$ cat src/rtl/sdram_pkg.sv
// Shared SDRAM-side definitions: bus widths, arbiter state encoding and
// arbitration mode constants used by the arbiter and its pick logic.
package sdram_pkg;

  localparam int SDRAM_ADDR_W = 25;
  localparam int SDRAM_DATA_W = 32;
  localparam int SDRAM_MASK_W = 4;

  // Arbitration modes selected by the PRIO parameter.
  localparam int PRIO_RR    = 0;
  localparam int PRIO_FIXED = 1;

  // Arbiter transaction state.
  typedef enum logic [1:0] {
    ARB_IDLE  = 2'd0,
    ARB_BUSY  = 2'd1,
    ARB_DRAIN = 2'd2
  } arb_state_t;

endpackage

$ cat src/rtl/sdram_arb_pick2.sv
// Two-requester winner selection. Purely combinational.
// In round-robin mode a tie goes to the port that did not win last.
// In fixed-priority mode a tie goes to port 0 unless the starvation
// limit has been reached, in which case port 1 wins.
module arb_pick2 (
  input  logic [1:0] req,
  input  logic       last,
  input  logic       prio,
  input  logic       starve_hit,
  output logic       gnt_valid,
  output logic       gnt_idx
);

  // Winner selection for a single requester or a tie.
  // NOTE: every output of an always_comb gets a default first so that no path leaves it unassigned, which would infer a latch.
  always_comb begin
    gnt_valid = |req;
    gnt_idx   = 1'b0;
    case (req)
      2'b01:   gnt_idx = 1'b0;
      2'b10:   gnt_idx = 1'b1;
      2'b11:   gnt_idx = prio ? starve_hit : ~last;
      default: gnt_idx = 1'b0;
    endcase
  end

endmodule

$ cat src/rtl/sdram_arb.sv
// Two-port request arbiter in front of the SDRAM controller. Port 0 is the
// CPU bus, port 1 the video/DMA bus. One request is latched at a time and
// forwarded on the master port; the completion pulse and read data are
// routed back to the port that issued it. Every output is registered.
module sdram_arb
  import sdram_pkg::*;
#(
  parameter int ADDR_W     = SDRAM_ADDR_W,
  parameter int PRIO       = PRIO_RR,
  parameter int STARVE_MAX = 8
) (
  input  logic                    clk,
  input  logic                    resetn,

  input  logic                    p0_valid,
  input  logic [ADDR_W-1:0]       p0_addr,
  input  logic [SDRAM_DATA_W-1:0] p0_din,
  input  logic [SDRAM_MASK_W-1:0] p0_wmask,
  output logic [SDRAM_DATA_W-1:0] p0_dout,
  output logic                    p0_ready,

  input  logic                    p1_valid,
  input  logic [ADDR_W-1:0]       p1_addr,
  input  logic [SDRAM_DATA_W-1:0] p1_din,
  input  logic [SDRAM_MASK_W-1:0] p1_wmask,
  output logic [SDRAM_DATA_W-1:0] p1_dout,
  output logic                    p1_ready,

  output logic                    m_valid,
  output logic [ADDR_W-1:0]       m_addr,
  output logic [SDRAM_DATA_W-1:0] m_din,
  output logic [SDRAM_MASK_W-1:0] m_wmask,
  input  logic [SDRAM_DATA_W-1:0] m_dout,
  input  logic                    m_ready
);

  // Counter must be able to hold STARVE_MAX itself.
  localparam int CNT_W = (STARVE_MAX < 1) ? 1 : $clog2(STARVE_MAX + 1);
  localparam logic [CNT_W-1:0] STARVE_LIM = CNT_W'(STARVE_MAX);
  localparam logic             PRIO_BIT   = (PRIO == PRIO_FIXED);

  arb_state_t r_state;
  arb_state_t w_state_nxt;

  logic w_gnt_valid;
  logic w_gnt_idx;
  logic w_starve_hit;
  logic w_take;   // a request is latched this cycle
  logic w_done;   // the controller completes this cycle

  logic             r_grant;
  logic             r_last;
  logic [CNT_W-1:0] r_starve_cnt;

  logic                    r_m_valid;
  logic [ADDR_W-1:0]       r_m_addr;
  logic [SDRAM_DATA_W-1:0] r_m_din;
  logic [SDRAM_MASK_W-1:0] r_m_wmask;

  logic                    r_p0_ready;
  logic                    r_p1_ready;
  logic [SDRAM_DATA_W-1:0] r_p0_dout;
  logic [SDRAM_DATA_W-1:0] r_p1_dout;

  assign w_starve_hit = (r_starve_cnt == STARVE_LIM);

  arb_pick2 u_pick (
    .req        ({p1_valid, p0_valid}),
    .last       (r_last),
    .prio       (PRIO_BIT),
    .starve_hit (w_starve_hit),
    .gnt_valid  (w_gnt_valid),
    .gnt_idx    (w_gnt_idx)
  );

  // State register; synchronous active-low reset abandons any transaction.
  // NOTE: clocked state uses non-blocking assignments so every register samples pre-edge values and simulation matches hardware.
  always_ff @(posedge clk) begin
    if (!resetn) r_state <= ARB_IDLE;
    else         r_state <= w_state_nxt;
  end

  // Next-state decode plus the latch/complete strobes for the datapath.
  // Requests are only looked at in IDLE, so a valid still held during
  // DRAIN cannot start a second transaction; m_ready only counts in BUSY.
  always_comb begin
    w_state_nxt = r_state;
    w_take      = 1'b0;
    w_done      = 1'b0;
    case (r_state)
      ARB_IDLE: begin
        if (w_gnt_valid) begin
          w_take      = 1'b1;
          w_state_nxt = ARB_BUSY;
        end
      end
      ARB_BUSY: begin
        if (m_ready) begin
          w_done      = 1'b1;
          w_state_nxt = ARB_DRAIN;
        end
      end
      ARB_DRAIN: w_state_nxt = ARB_IDLE;
      default:   w_state_nxt = ARB_IDLE;
    endcase
  end

  // Latch the winning request onto the master port and hold it until completion.
  always_ff @(posedge clk) begin
    if (!resetn) begin
      r_m_valid <= 1'b0;
      r_m_addr  <= '0;
      r_m_din   <= '0;
      r_m_wmask <= '0;
      r_grant   <= 1'b0;
      r_last    <= 1'b1;
    end else if (w_take) begin
      r_m_valid <= 1'b1;
      r_m_addr  <= w_gnt_idx ? p1_addr  : p0_addr;
      r_m_din   <= w_gnt_idx ? p1_din   : p0_din;
      r_m_wmask <= w_gnt_idx ? p1_wmask : p0_wmask;
      r_grant   <= w_gnt_idx;
      r_last    <= w_gnt_idx;
    end else if (w_done) begin
      r_m_valid <= 1'b0;
    end
  end

  // Count port-0 grants that bypass a waiting port 1; any port-1 grant clears it.
  always_ff @(posedge clk) begin
    if (!resetn) begin
      r_starve_cnt <= '0;
    end else if (w_take && PRIO_BIT) begin
      if (w_gnt_idx)     r_starve_cnt <= '0;
      else if (p1_valid) r_starve_cnt <= r_starve_cnt + CNT_W'(1);
    end
  end

  // Route the completion back: one-cycle ready pulse, read data held until
  // that port's next completion.
  always_ff @(posedge clk) begin
    if (!resetn) begin
      r_p0_ready <= 1'b0;
      r_p1_ready <= 1'b0;
      r_p0_dout  <= '0;
      r_p1_dout  <= '0;
    end else begin
      r_p0_ready <= 1'b0;
      r_p1_ready <= 1'b0;
      if (w_done) begin
        if (r_grant) begin
          r_p1_ready <= 1'b1;
          r_p1_dout  <= m_dout;
        end else begin
          r_p0_ready <= 1'b1;
          r_p0_dout  <= m_dout;
        end
      end
    end
  end

  assign m_valid  = r_m_valid;
  assign m_addr   = r_m_addr;
  assign m_din    = r_m_din;
  assign m_wmask  = r_m_wmask;
  assign p0_ready = r_p0_ready;
  assign p1_ready = r_p1_ready;
  assign p0_dout  = r_p0_dout;
  assign p1_dout  = r_p1_dout;

endmodule

$ cat config.mk
export PLATFORM = sky130hd
export DESIGN_NAME = sdram_arb
export DESIGN_NICKNAME = d
export VERILOG_FILES = /design/src/rtl/sdram_pkg.sv /design/src/rtl/sdram_arb_pick2.sv /design/src/rtl/sdram_arb.sv
export SDC_FILE = /design/constraint.sdc
export NUM_CORES = 1
export LEC_CHECK = 0
export CORE_ASPECT_RATIO = 1.75
export CORE_UTILIZATION = 40
export DETAILED_ROUTE_END_ITERATION = 8
export GPL_TIMING_DRIVEN = 0
export HOLD_SLACK_MARGIN = 0.08
export PLACE_DENSITY = 0.89
export SYNTH_ARGS = -nofsm -noshare
export SYNTH_HDL_FRONTEND = slang
export SYNTH_SLANG_ARGS = --single-unit
$ cat constraint.sdc
create_clock -name clk -period 2.16 [get_ports clk]
set_clock_uncertainty 0.1 [all_clocks]
set_input_delay 0.54 -clock clk [delete_from_list [all_inputs] [get_ports clk]]
set_output_delay 0.54 -clock clk [all_outputs]
set_load 0.05 [all_outputs]
==> summary.txt <==
Outcome
  – Status: complete, no violations

Hold path
  – Worst Hold Class: reg -> reg

Global routing
  – All-layer global routing usage: 28.0%
  – Total gr overflow: 0
  – GR peak layer: met2
  – Vias in the first global route: 5829
  – Met3 Use GR: 8.07%
  – Number of antenna violations at the first check in global routing: 0
  – Global-route wire length before repair: 28900 um
  – Met2 track demand over resource: 54.6%
  – Global routing usage on met1: 24.7%
  – Pin count of the biggest net entering global routing: 17

Layout
  – Sequential cell area: 0.00264 sq mm
  – Layout cell share with drive strength beyond 1: 8.40%
  – Syn-to-layout area delta: 67.7%
  – Fill count: 1061
  – Most frequent cells in the layout: 157 x clkdlybuf4s50_1, 154 x nand2_1, 132 x dfxtp_1
  – Design Area, Final: 0.00870 sq mm
  – Most common cell after layout, fill and taps aside: clkdlybuf4s50_1
  – ANT cells: 0
  – Final net count: 1086
  – Multi-input gate area: 0.00221 sq mm

Detailed routing
  – Via Count: 5853
  – Router iterations before antenna repair: 5
  – Drt drc: 0
  – Routed Antenna Nets: 0
  – WL/cell: 16.9 um
  – Starting DRT DRC Count: 229
  – WL final: 18800 um
  – DR vias/cell: 5.28

Clock tree
  – Sink Count: 132
  – Worst-skew pair later-pin latency: 400 ps
  – Clock Path Buffers: 2
  – Clk slew on worst S/H paths: 50 ps
  – H-tree depth: 4
  – CTS tree: built
  – Post-cts hold buffer count: 0
  – TritonCTS Buffers: 17
  – Root Driver: clkbuf_16

Power
  – Worst VDD drop: 0.000593 V
  – Design Power: 0.00746 W
  – Pwr dens: 858 mW/mm^2
  – Total leakage power: 3.83 nW

Place
  – PortBufs: 285
  – Dpl cell area: 0.00825 sq mm
  – Placer Congestion: 0.829
  – Hpwl dp: 14500 um

Synth
  – EDFF count, synth: 0
  – Synth Flop Type: dfxtp_1
  – Post-synthesis sequential area ratio: 50.9%
  – Syn. warnings: 0
  – Async S/R FF share, synth: 0%
  – Post-synth cell types: 24
  – Syn nets: 782
  – Synth Cell Area: 0.00519 sq mm
  – Syn_area_per_cell: 8.33 sq um
  – Seq cells post-synth: 132
  – Cells after synthesis: 623

Floorplan
  – Die W: 88.1 um
  – Cell Rows: 54
  – Initial cell density of the core: 41.3%
  – Core box area: 0.0126 sq mm
  – Ports: 287
  – Die height: 153 um
  – Die area: 0.0134 sq mm

Critical path
  – CP startpoint kind: register
  – Critical Path Max Stage Delay: 560 ps
  – Worst Path Arrival: 1380 ps
  – CP Max Fanout: 2
  – Delay-heaviest family, CP: buffers and inverters
  – Critical path required time: 1520 ps
  – Slowest cell on the critical path: dlygate4sd2_1
  – Worst path bufs/invs: 1
  – Setup CP Type: reg -> out
  – Worst Setup End Kind: output port
  – Cell chain of the critical path: dlygate4sd2_1

Timing
  – Slew Viols, Final: 0
  – Period Utilization, post-route: 93.4%
  – Measured slew at the worst slew-check pin: 609 ps
  – RSZ-0062 raised after global routing: false
  – Finish-stage setup viols: 0
  – FMAX: 495 MHz
  – Slew HR: 59.5%
  – Final min period: 2020 ps
  – Hold Fails Final Rpt: 0

Job
  – Max cap viols: 0
[worst reg2reg max path, cell delays in order, from the launching register on]
cell and delay [ps]:
dfxtp_1 400, nand4bb_1 170, buf_2 230, clkbuf_1 360, o21ai_0 230
[cells in the mapped netlist, types with 2 or more instances]
cell type,number,area [sq um]
o21ai_1,3,15.0
dfxtp_1,132,2640
buf_4,14,105
o21ai_0,63,315
clkbuf_1,16,60.1
buf_1,4,15.0
buf_2,30,150
nand3_1,66,330
a21oi_1,62,310
nand2_1,154,578
a311oi_1,61,534
or2_1,2,12.5
nor2_1,5,18.8
[per-layer routing]
metal  vias to the layer above  part of all wire [%]
met4                         0                   3.7
met1                      2698                    33
met2                       277                    56
li1                       2828                     -
met5                         -                     0
met3                        50                   7.5
[cell families after synthesis]
| group | Yosys count | synth area share, % |
|---|---|---|
| and+or+nand+nor | 233 | 19.1 |
| DFF | 132 | 50.9 |
| buffers and inverters | 65 | 6.44 |
| AOI/OAI and AO/OA | 193 | 23.5 |
[path summary, 6_finish.rpt]
check / startpoint / endpoint / slack, ps / depth (start not counted)
worst min-delay path: p1_dout[31] / p1_dout[31] / 360 / 2
worst max register to register: r_state[1] / p0_dout[17] / 510 / 4
worst min register to register: p1_dout[31] / p1_dout[31] / 360 / 2
worst max-delay path: m_addr[4] / m_addr[4] / 140 / 1
[area by class of cell]
| class | count | area share, % |
|---|---|---|
| tap | 168 | 2.42 |
| clock inverter | 14 | 2.06 |
| timing repair buffer | 285 | 31.0 |
| clock buffer | 18 | 4.93 |
| inverter | 1 | 0.0432 |
| sequential | 132 | 30.4 |
| multi-input combinational | 426 | 25.4 |
| buffer | 64 | 3.80 |
[state kept, by name (all words and copies together) (netlist names)]
name and count:
m_addr 25, m_din 32, m_wmask 4, m_valid 1, r_grant 1, r_state 2
p1_dout 32, r_last 1, p0_dout 32, p0_ready 1, p1_ready 1
[power by group]
part           switching, W  internal [W]  leakage, nW
combinational       0.00115      0.000632         2.45
sequential        0.0000990       0.00262         1.08
clock               0.00113       0.00183        0.292
total               0.00238       0.00508         3.83
[through the flow]
| stage | std cells | setup WS (ps) | hold WS [ps] | util [%] | TNS (ps) |
|---|---|---|---|---|---|
| 2_1_floorplan | 623 | 663 | 363 | - | 0 |
| 3_3_place_gp | 1076 | -32.9 | 345 | 65.7 | -136 |
| 3_5_place_dp | 1076 | -95.0 | 359 | 65.7 | -992 |
| 4_1_cts | 1108 | 130 | 364 | 69.2 | 0 |
| 5_1_grt | 1108 | 104 | 389 | 69.2 | 0 |
| 6_report | 1108 | 142 | 365 | 69.2 | 0 |
[repair_timing]
| item | in CTS | in global routing |
|---|---|---|
| setup buffers | 0 | 0 |
| setup endpoints to repair | 128 | 0 |
| hold endpoints to repair | 0 | 0 |
| resized for setup | 128 | 0 |
Power figures use the tool's default switching activity.
